[src/rtl/mapu_b_host_if.sv]
// Job, MAPU data-plane, MAPU control, result and status signals of the MAPU host block.
// master: the host block itself; slave: the job source, MAPU and result sink around it.
interface mapu_b_host_if #(
  parameter int DATA_WIDTH = 32
);
  logic                      j_vld;
  logic                      j_rdy;
  logic                      j_op;
  logic [4*DATA_WIDTH-1:0]   j_a;
  logic [4*DATA_WIDTH-1:0]   j_b;

  logic                      dpi_vld;
  logic                      dpi_rdy;
  logic [DATA_WIDTH-1:0]     dpi_r0, dpi_r1, dpi_r2, dpi_r3;

  logic                      dpo_vld;
  logic                      dpo_rdy;
  logic [DATA_WIDTH-1:0]     dpo_r0, dpo_r1, dpo_r2, dpo_r3;

  logic                      cp_en;
  logic                      cp_op;
  logic                      cp_of;

  logic                      r_vld;
  logic                      r_rdy;
  logic [4*DATA_WIDTH-1:0]   r_data;
  logic                      r_of;

  logic                      busy;
  logic                      err_to;

  modport master (
    input  j_vld, j_op, j_a, j_b,
    input  dpi_rdy,
    input  dpo_vld, dpo_r0, dpo_r1, dpo_r2, dpo_r3,
    input  cp_of,
    input  r_rdy,
    output j_rdy,
    output dpi_vld, dpi_r0, dpi_r1, dpi_r2, dpi_r3,
    output dpo_rdy,
    output cp_en, cp_op,
    output r_vld, r_data, r_of,
    output busy, err_to
  );

  modport slave (
    output j_vld, j_op, j_a, j_b,
    output dpi_rdy,
    output dpo_vld, dpo_r0, dpo_r1, dpo_r2, dpo_r3,
    output cp_of,
    output r_rdy,
    input  j_rdy,
    input  dpi_vld, dpi_r0, dpi_r1, dpi_r2, dpi_r3,
    input  dpo_rdy,
    input  cp_en, cp_op,
    input  r_vld, r_data, r_of,
    input  busy, err_to
  );
endinterface

[src/rtl/mapu_b_host.sv]
// Host sequencer for a 4-row MAPU: takes one job, streams A then B rows, collects the result.
// Optional result watchdog enabled by defining MAPU_B_HOST_TIMEOUT_EN.
module mapu_b_host #(
  parameter int DATA_WIDTH     = 32,
  parameter int TIMEOUT_CYCLES = 1024
) (
  input logic           clk,
  input logic           reset,
  mapu_b_host_if.master bus
);
  localparam int W = DATA_WIDTH;

  typedef enum logic [2:0] {IDLE, SEND_A, SEND_B, WAIT_RES, PUSH_RES} state_e;

  state_e         state_q, state_d;
  logic           op_q, op_d;
  logic [4*W-1:0] a_q, a_d;
  logic [4*W-1:0] b_q, b_d;
  logic [4*W-1:0] rdata_q, rdata_d;
  logic           rof_q, rof_d;
  logic           dpo_hs;
  logic           timeout;
  logic [4*W-1:0] dpi_rows;

  // Any dpo_vld outside WAIT_RES is ignored because dpo_rdy is low there.
  assign dpo_hs = (state_q == WAIT_RES) && bus.dpo_vld;

`ifdef MAPU_B_HOST_TIMEOUT_EN
  localparam int CW = $clog2(TIMEOUT_CYCLES + 1);

  logic [CW-1:0] cnt_q, cnt_d;

  always_comb begin
    cnt_d = cnt_q;
    if (state_q == SEND_B && bus.dpi_rdy)
      cnt_d = '0;
    else if (state_q == WAIT_RES && !dpo_hs && !timeout)
      cnt_d = cnt_q + 1'b1;
  end

  always_ff @(posedge clk) begin
    if (reset) cnt_q <= '0;
    else       cnt_q <= cnt_d;
  end

  // A result arriving on the expiry cycle still wins over the timeout.
  assign timeout = (state_q == WAIT_RES) && (cnt_q == CW'(TIMEOUT_CYCLES)) && !dpo_hs;
`else
  logic unused_timeout_cfg;
  assign unused_timeout_cfg = |TIMEOUT_CYCLES;
  assign timeout            = 1'b0;
`endif

  always_comb begin
    // NOTE: every variable gets a default before the case so no path infers a latch.
    state_d = state_q;
    op_d    = op_q;
    a_d     = a_q;
    b_d     = b_q;
    rdata_d = rdata_q;
    rof_d   = rof_q;
    unique case (state_q)
      IDLE: if (bus.j_vld) begin
        op_d    = bus.j_op;
        a_d     = bus.j_a;
        b_d     = bus.j_b;
        state_d = SEND_A;
      end
      SEND_A: if (bus.dpi_rdy) state_d = SEND_B;
      SEND_B: if (bus.dpi_rdy) state_d = WAIT_RES;
      WAIT_RES: begin
        if (dpo_hs) begin
          rdata_d = {bus.dpo_r3, bus.dpo_r2, bus.dpo_r1, bus.dpo_r0};
          rof_d   = bus.cp_of;
          state_d = PUSH_RES;
        end else if (timeout) begin
          state_d = IDLE;
        end
      end
      PUSH_RES: if (bus.r_rdy) state_d = IDLE;
      default:  state_d = IDLE;
    endcase
  end

  always_ff @(posedge clk) begin
    // NOTE: sequential state uses non-blocking assignments so all registers update together.
    if (reset) begin
      state_q <= IDLE;
      op_q    <= 1'b0;
      a_q     <= '0;
      b_q     <= '0;
      rdata_q <= '0;
      rof_q   <= 1'b0;
    end else begin
      state_q <= state_d;
      op_q    <= op_d;
      a_q     <= a_d;
      b_q     <= b_d;
      rdata_q <= rdata_d;
      rof_q   <= rof_d;
    end
  end

  assign dpi_rows = (state_q == SEND_A) ? a_q :
                    (state_q == SEND_B) ? b_q : '0;

  assign bus.j_rdy   = (state_q == IDLE);
  assign bus.busy    = (state_q != IDLE);
  assign bus.dpi_vld = (state_q == SEND_A) || (state_q == SEND_B);
  assign bus.dpi_r0  = dpi_rows[0*W +: W];
  assign bus.dpi_r1  = dpi_rows[1*W +: W];
  assign bus.dpi_r2  = dpi_rows[2*W +: W];
  assign bus.dpi_r3  = dpi_rows[3*W +: W];
  assign bus.cp_en   = (state_q == SEND_A) || (state_q == SEND_B) || (state_q == WAIT_RES);
  assign bus.cp_op   = bus.cp_en && op_q;
  assign bus.dpo_rdy = (state_q == WAIT_RES);
  assign bus.r_vld   = (state_q == PUSH_RES);
  assign bus.r_data  = rdata_q;
  assign bus.r_of    = rof_q;
  // Gated so a reset landing on the expiry cycle never reports a timeout.
  assign bus.err_to  = timeout && !reset;
endmodule

[src/flat_wrapper.sv]
// flat-port wrapper written by rule: the top's interface ports become plain ports
module mapu_b_host_flat 
#(
  parameter int DATA_WIDTH     = 32,
  parameter int TIMEOUT_CYCLES = 1024
)
  (clk, reset, bus_j_vld, bus_j_op, bus_j_a, bus_j_b, bus_dpi_rdy, bus_dpo_vld, bus_dpo_r0, bus_dpo_r1, bus_dpo_r2, bus_dpo_r3, bus_cp_of, bus_r_rdy, bus_j_rdy, bus_dpi_vld, bus_dpi_r0, bus_dpi_r1, bus_dpi_r2, bus_dpi_r3, bus_dpo_rdy, bus_cp_en, bus_cp_op, bus_r_vld, bus_r_data, bus_r_of, bus_busy, bus_err_to);
  mapu_b_host_if #(.DATA_WIDTH(DATA_WIDTH)) bus_i ();
  input logic clk;
  input logic reset;
  input wire logic [$bits(bus_i.j_vld)-1:0] bus_j_vld;
  input wire logic [$bits(bus_i.j_op)-1:0] bus_j_op;
  input wire logic [$bits(bus_i.j_a)-1:0] bus_j_a;
  input wire logic [$bits(bus_i.j_b)-1:0] bus_j_b;
  input wire logic [$bits(bus_i.dpi_rdy)-1:0] bus_dpi_rdy;
  input wire logic [$bits(bus_i.dpo_vld)-1:0] bus_dpo_vld;
  input wire logic [$bits(bus_i.dpo_r0)-1:0] bus_dpo_r0;
  input wire logic [$bits(bus_i.dpo_r1)-1:0] bus_dpo_r1;
  input wire logic [$bits(bus_i.dpo_r2)-1:0] bus_dpo_r2;
  input wire logic [$bits(bus_i.dpo_r3)-1:0] bus_dpo_r3;
  input wire logic [$bits(bus_i.cp_of)-1:0] bus_cp_of;
  input wire logic [$bits(bus_i.r_rdy)-1:0] bus_r_rdy;
  output wire logic [$bits(bus_i.j_rdy)-1:0] bus_j_rdy;
  output wire logic [$bits(bus_i.dpi_vld)-1:0] bus_dpi_vld;
  output wire logic [$bits(bus_i.dpi_r0)-1:0] bus_dpi_r0;
  output wire logic [$bits(bus_i.dpi_r1)-1:0] bus_dpi_r1;
  output wire logic [$bits(bus_i.dpi_r2)-1:0] bus_dpi_r2;
  output wire logic [$bits(bus_i.dpi_r3)-1:0] bus_dpi_r3;
  output wire logic [$bits(bus_i.dpo_rdy)-1:0] bus_dpo_rdy;
  output wire logic [$bits(bus_i.cp_en)-1:0] bus_cp_en;
  output wire logic [$bits(bus_i.cp_op)-1:0] bus_cp_op;
  output wire logic [$bits(bus_i.r_vld)-1:0] bus_r_vld;
  output wire logic [$bits(bus_i.r_data)-1:0] bus_r_data;
  output wire logic [$bits(bus_i.r_of)-1:0] bus_r_of;
  output wire logic [$bits(bus_i.busy)-1:0] bus_busy;
  output wire logic [$bits(bus_i.err_to)-1:0] bus_err_to;
  assign bus_i.j_vld = bus_j_vld;
  assign bus_i.j_op = bus_j_op;
  assign bus_i.j_a = bus_j_a;
  assign bus_i.j_b = bus_j_b;
  assign bus_i.dpi_rdy = bus_dpi_rdy;
  assign bus_i.dpo_vld = bus_dpo_vld;
  assign bus_i.dpo_r0 = bus_dpo_r0;
  assign bus_i.dpo_r1 = bus_dpo_r1;
  assign bus_i.dpo_r2 = bus_dpo_r2;
  assign bus_i.dpo_r3 = bus_dpo_r3;
  assign bus_i.cp_of = bus_cp_of;
  assign bus_i.r_rdy = bus_r_rdy;
  assign bus_j_rdy = bus_i.j_rdy;
  assign bus_dpi_vld = bus_i.dpi_vld;
  assign bus_dpi_r0 = bus_i.dpi_r0;
  assign bus_dpi_r1 = bus_i.dpi_r1;
  assign bus_dpi_r2 = bus_i.dpi_r2;
  assign bus_dpi_r3 = bus_i.dpi_r3;
  assign bus_dpo_rdy = bus_i.dpo_rdy;
  assign bus_cp_en = bus_i.cp_en;
  assign bus_cp_op = bus_i.cp_op;
  assign bus_r_vld = bus_i.r_vld;
  assign bus_r_data = bus_i.r_data;
  assign bus_r_of = bus_i.r_of;
  assign bus_busy = bus_i.busy;
  assign bus_err_to = bus_i.err_to;
  mapu_b_host #(.DATA_WIDTH(DATA_WIDTH), .TIMEOUT_CYCLES(TIMEOUT_CYCLES)) u_core (.clk(clk), .reset(reset), .bus(bus_i));
endmodule
[config.mk]
export PLATFORM = sky130hd
export DESIGN_NAME = mapu_b_host_flat
export DESIGN_NICKNAME = d
export VERILOG_FILES = /design/src/rtl/mapu_b_host_if.sv /design/src/rtl/mapu_b_host.sv /design/src/flat_wrapper.sv
export SDC_FILE = /design/constraint.sdc
export NUM_CORES = 1
export LEC_CHECK = 0
export BUFFER_PORTS_ARGS = -buffer_cell sky130_fd_sc_hd__buf_4
export CAP_MARGIN = 20
export CORE_AREA = 2 2 256 258
export DETAILED_ROUTE_END_ITERATION = 8
export DIE_AREA = 0 0 258 260
export SYNTH_ARGS = -nofsm -noshare
export SYNTH_HDL_FRONTEND = slang
export SYNTH_SLANG_ARGS = --single-unit
[constraint.sdc]
create_clock -name clk -period 2.5 [get_ports clk]
set_input_delay 0.75 -clock clk [delete_from_list [all_inputs] [get_ports clk]]
set_output_delay 0.75 -clock clk [all_outputs]
set_load 0.01 [all_outputs]
## After elaboration in Yosys (flattened, before gate mapping)

Index checks and enable logic that the tools add are counted.
W data, S select, Z words.

- Flip-flop bits (word level): 389
- Output and inout port bits: 265

- Equality and inequality tests: 9
- Multiplexer cells: 8
- Reduce and logical (&&, ||, !) cells: 9

Operator list:

| operator | count |
|---|---|
| $mux W128 | 2 |
| $mux W3 | 5 |
| $pmux W3 S5 | 1 |
| $ne A2 B2 Y1 const B | 4 |
| $eq A3 B2 Y1 const B | 2 |
| $reduce_and A5 Y1 | 1 |
| $reduce_and A2 Y1 | 2 |
| $eq A3 B1 Y1 const B | 1 |
| $eq A3 B3 Y1 const B | 1 |
| $logic_not A3 Y1 | 1 |
| $reduce_bool A3 Y1 | 1 |
| $logic_and A1 B1 Y1 | 2 |
| $logic_or A1 B1 Y1 | 2 |
| $ne A2 B1 Y1 const B | 1 |

## Depth between registers and ports, before layout

- Depth in word-level cells: 4
- Depth in mapped cells: 6
- Gate-level depth less buffers: 3

## Least setup slack after synthesis

OpenSTA, ideal clock, no wires.

- Path kind: flip-flop to output port
- Start: register u_core.state_q[2]
- End: output bus_dpi_r3[21]
- Arrival: 1.326 ns
- Slack: 0.424 ns
- Cell stages (with the launch flop): 6
- Buffers on the path: 3
- Cells stage by stage: dfxtp_1 buf_2 nor3b_1 buf_2 buf_2 a22o_1

- Word-level cells in the longest chain between the ends: 3
- Elaborated cells on any way between the ends: 4
- Those cells by class: eq/ne (2); mux (2)

Ends and longest elaborated chain:

| element | RTL line | text |
|---|---|---|
| start: declaration | mapu_b_host.sv:15 | `state_e state_q, state_d;` |
| start signal: assignment | mapu_b_host.sv:95 | `state_q <= state_d;` |
| $eq A3 B2 Y1 | mapu_b_host.sv:105 | `(state_q == SEND_B) ? b_q : '0;` |
| $mux W128 | mapu_b_host.sv:105 |  |
| $mux W128 (*) | mapu_b_host.sv:104 | `assign dpi_rows = (state_q == SEND_A) ? a_q :` |
| end: declaration | flat_wrapper.sv:28 | `output wire logic [$bits(bus_i.dpi_r3)-1:0] bus_dpi_r3;` |

Mark *: on every way between the ends. The rest lies on a longest branch, timed or not.

## Final worst setup path

- Start: register u_core.state_q[0]
- End: output bus_dpi_r3[21]

Same word-level chain as after synthesis.

==> impl_metrics.env <==
export IMPL_core_area_um2=64120
export IMPL_wl_per_cell_um=17.94
export IMPL_worstHoldStart="bus_dpo_r3[7]"
export IMPL_grt_ovfl_total=0
export IMPL_dp_hpwl_mm=42.07
export IMPL_crit_fanout=21
export IMPL_ant_nets=0
export IMPL_endpoint_kind="primary output"
export IMPL_path_cells="nor3b_4 -> buf_6 -> buf_12 -> buf_16 -> a22o_1 -> buf_4"
export IMPL_status="finished, violations left"
export IMPL_die_y_um=260
export IMPL_clock_sinks=389
export IMPL_cts_buffer_depth=3
export IMPL_vias=15121
export IMPL_grt_first_pass_wirelength_mm=85.37
export IMPL_setup_tns_ns=-24.82
export IMPL_dieArea_um2=67080
export IMPL_p_per_area_nw_per_um2=677.2
export IMPL_crit_start="u_core.state_q[0]$_SDFFE_PP0P_"
export IMPL_violations="negative setup slack"
export IMPL_yosysSeqAreaShare_pct=52.63
export IMPL_drt_first_pass_iters=5
export IMPL_drive_above_1_share_pct=32.98
export IMPL_min_path_type="input pin to flip-flop"
export IMPL_die_w_um=258
export IMPL_r2r_start="u_core.state_q[2]$_SDFFE_PP0P_"
export IMPL_cp_top_family="buffers and inverters"
export IMPL_min_period_over_period_pct=109.7
export IMPL_yosys_warnings=0
export IMPL_numCtsBuffers=45
export IMPL_drt_iter0_drc=901
export IMPL_ff2ff_setup_slack_ns=0.57
export IMPL_fin_skew_ns=0.009483
export IMPL_slowest_stage="dfxtp_4"
export IMPL_antenna_found_initial=5
export IMPL_synthCells=1860
export IMPL_path_clk_slew_ns=0.06
export IMPL_root_buffer="clkbuf_16"
export IMPL_postLayoutSetupSlackWorst_ns=-0.2417
export IMPL_synth_nets=2252
export IMPL_reg2reg_depth=5
export IMPL_avgSynthCellArea_um2=7.955
export IMPL_worst_pin_slew_ns=0.6062
export IMPL_slew_headroom_pct=59.58
export IMPL_grt_max_degree=87
export IMPL_drv_cap=0
export IMPL_num_nets_final=2894
export IMPL_setup_viol=129
export IMPL_max_freq_ghz=0.3647
export IMPL_start_util_pct=23.08
export IMPL_cp_num_cells=6
export IMPL_tritoncts="yes"
export IMPL_report_final_slew_viol_count=0
export IMPL_p_leak_nw=9.645
export IMPL_grt_pass1_vias=14098
export IMPL_cts_max_level=2
export IMPL_dp_slack_ns=0.2710
export IMPL_syn_cell_area_um2=14800
export IMPL_vias_per_cell=4.457
export IMPL_min_period_ns=2.742
export IMPL_row_count=93
export IMPL_reg2reg_to="u_core.a_q[6]$_SDFFE_PP0P_"
export IMPL_cp_slowest_stage_delay_ns=0.38
export IMPL_wl_mm=60.87
export IMPL_peakVddDrop_v=0.0004785
export IMPL_critPathLaunchType="flip-flop"
export IMPL_io_buffer_count=655
export IMPL_hold_viol_final=0
export IMPL_holdWs_ns=0.4306
export IMPL_ys_seq_elements=389
export IMPL_crit_arrival_ns=1.99
export IMPL_drc_errors=0
export IMPL_cp_required_ns=1.75
export IMPL_crit_end="bus_dpi_r3[21]"
export IMPL_area_growth_pct=54.74
export IMPL_place_gp_congestion=0.8459
export IMPL_critPathKind="flip-flop to primary output"
export IMPL_grt_util_all_layers_pct=16.35
export IMPL_worstSkewPairLatency_ns=0.56
export IMPL_crit_buf_inv=4
export IMPL_ys_types=28
export IMPL_rsz0062_at_grt="yes"
export IMPL_io_pins=657
[registers in the layout (all words and copies together) (netlist names)]
signal and flops:
u_core.bus.r_of 1, u_core.a_q 128, u_core.op_q 1, u_core.state_q 3
u_core.bus.r_data 128, u_core.b_q 128
[cells by family (layout without fill, tap and decap cells)]
kind of cell | count (synthesis) | count (layout) | synth area share [%]
AOI/OAI and AO/OA | 519 | 519 | 20.88
other | 1 | 4 | 0.02534
buffers and inverters | 161 | 836 | 5.987
and+or+nand+nor | 790 | 790 | 20.48
DFF | 389 | 389 | 52.63
[worst min path at each step]
stage | endpoint | slack (ns) | cells after the start
global placement | u_core.op_q$_SDFFE_PP0P_ | 0.44 | 2
global route | u_core.bus.r_data[34]$_SDFFE_PP0P_ | 0.40 | 3
finish | u_core.bus.r_data[103]$_SDFFE_PP0P_ | 0.43 | 3
floorplan | u_core.op_q$_SDFFE_PP0P_ | 0.43 | 2
CTS | u_core.op_q$_SDFFE_PP0P_ | 0.39 | 3
detailed placement | u_core.b_q[34]$_SDFFE_PP0P_ | 0.45 | 2
[final cells by class]
class / instances / area (um^2)
clock inverter: 13 / 77.57
multi-input combinational: 1310 / 6180
clock buffer: 67 / 1341
antenna: 3 / 7.507
fill: 6736 / 41220
tap: 855 / 1070
timing repair buffer: 755 / 6420
inverter: 1 / 3.754
sequential: 389 / 7796
[per-stage QoR]
step           utilization, %  cell area [um^2]  std cells  power [mW]
2_1_floorplan               -             14800       1860       7.897
3_3_place_gp            32.38             20760       3280       8.995
3_5_place_dp            32.38             20760       3280       9.007
4_1_cts                 35.16             22540       3376       15.56
5_1_grt                 35.71             22900       3393       16.15
6_report                35.71             22900       3393       15.51
[report_power, final]
part / internal [mW] / switching, mW / leakage, nW
clock network: 3.70 / 2.67 / 0.701
logic: 1.18 / 1.22 / 5.77
registers: 6.54 / 0.201 / 3.17
total: 11.4 / 4.09 / 9.65
[tightest hold or removal path: stages]
cell     delay, ns
buf_4         0.11
nand2_1       0.04
a21oi_1       0.05
[synth_stat cells]
library cell  count  area share (%)
nor2_1            2           0.051
nand4b_1          1           0.059
or2_2             1           0.042
nor3_1            2           0.068
a22oi_1           1           0.051
buf_6            23             1.8
nand2_1         773              20
inv_1             1           0.025
and3b_1           1           0.059
a22o_1          128             7.6
dfxtp_1         389              53
and2_1            2           0.085
buf_4             2            0.10
nand3b_1          1           0.051
nor2b_1           2           0.085
buf_2            81             2.7
clkbuf_1         53             1.3
nor4b_2           1            0.10
conb_1            1           0.025
and4b_1           1           0.068
nor3b_1           1           0.051
a211oi_1          1           0.051
a2111oi_0         1           0.059
a21oi_1         387              13
a21o_1            1           0.051
nor3b_2           1           0.085
buf_1             1           0.025
or4b_1            1           0.068
[layer usage]
layer / wire length, um / GRT usage, % / vias to the layer above
met5: 0 / 0 / -
met2: 30010 / 28.84 / 527
li1: - / - / 7452
met3: 4635 / 4.386 / 92
met4: 1557 / 5.074 / 0
met1: 24670 / 19.28 / 7050
[placed cells by master (no fill, tap or decap), types with 2 or more instances in the layout]
cell type and instances:
clkbuf_8 9, clkbuf_1 11, nor2b_1 2, buf_16 6
diode_2 3, clkinv_2 9, and2_1 2, nand2_1 773
dfxtp_4 2, a21oi_1 387, buf_6 21, clkbuf_16 57
buf_12 27, dfxtp_1 386, a22o_1 128, nor2_4 2
nor3b_4 2, clkinvlp_4 2, buf_4 688, buf_8 2
[what timing repair did]
item | in CTS | in global routing
hold buffers | 0 | 0
gates cloned | 5 | 12
setup endpoints to repair | 132 | 131
pin swaps | 15 | 25
resized for setup | 24 | 25
buffers inserted | 11 | 5
(Power assumes the default switching activity.)
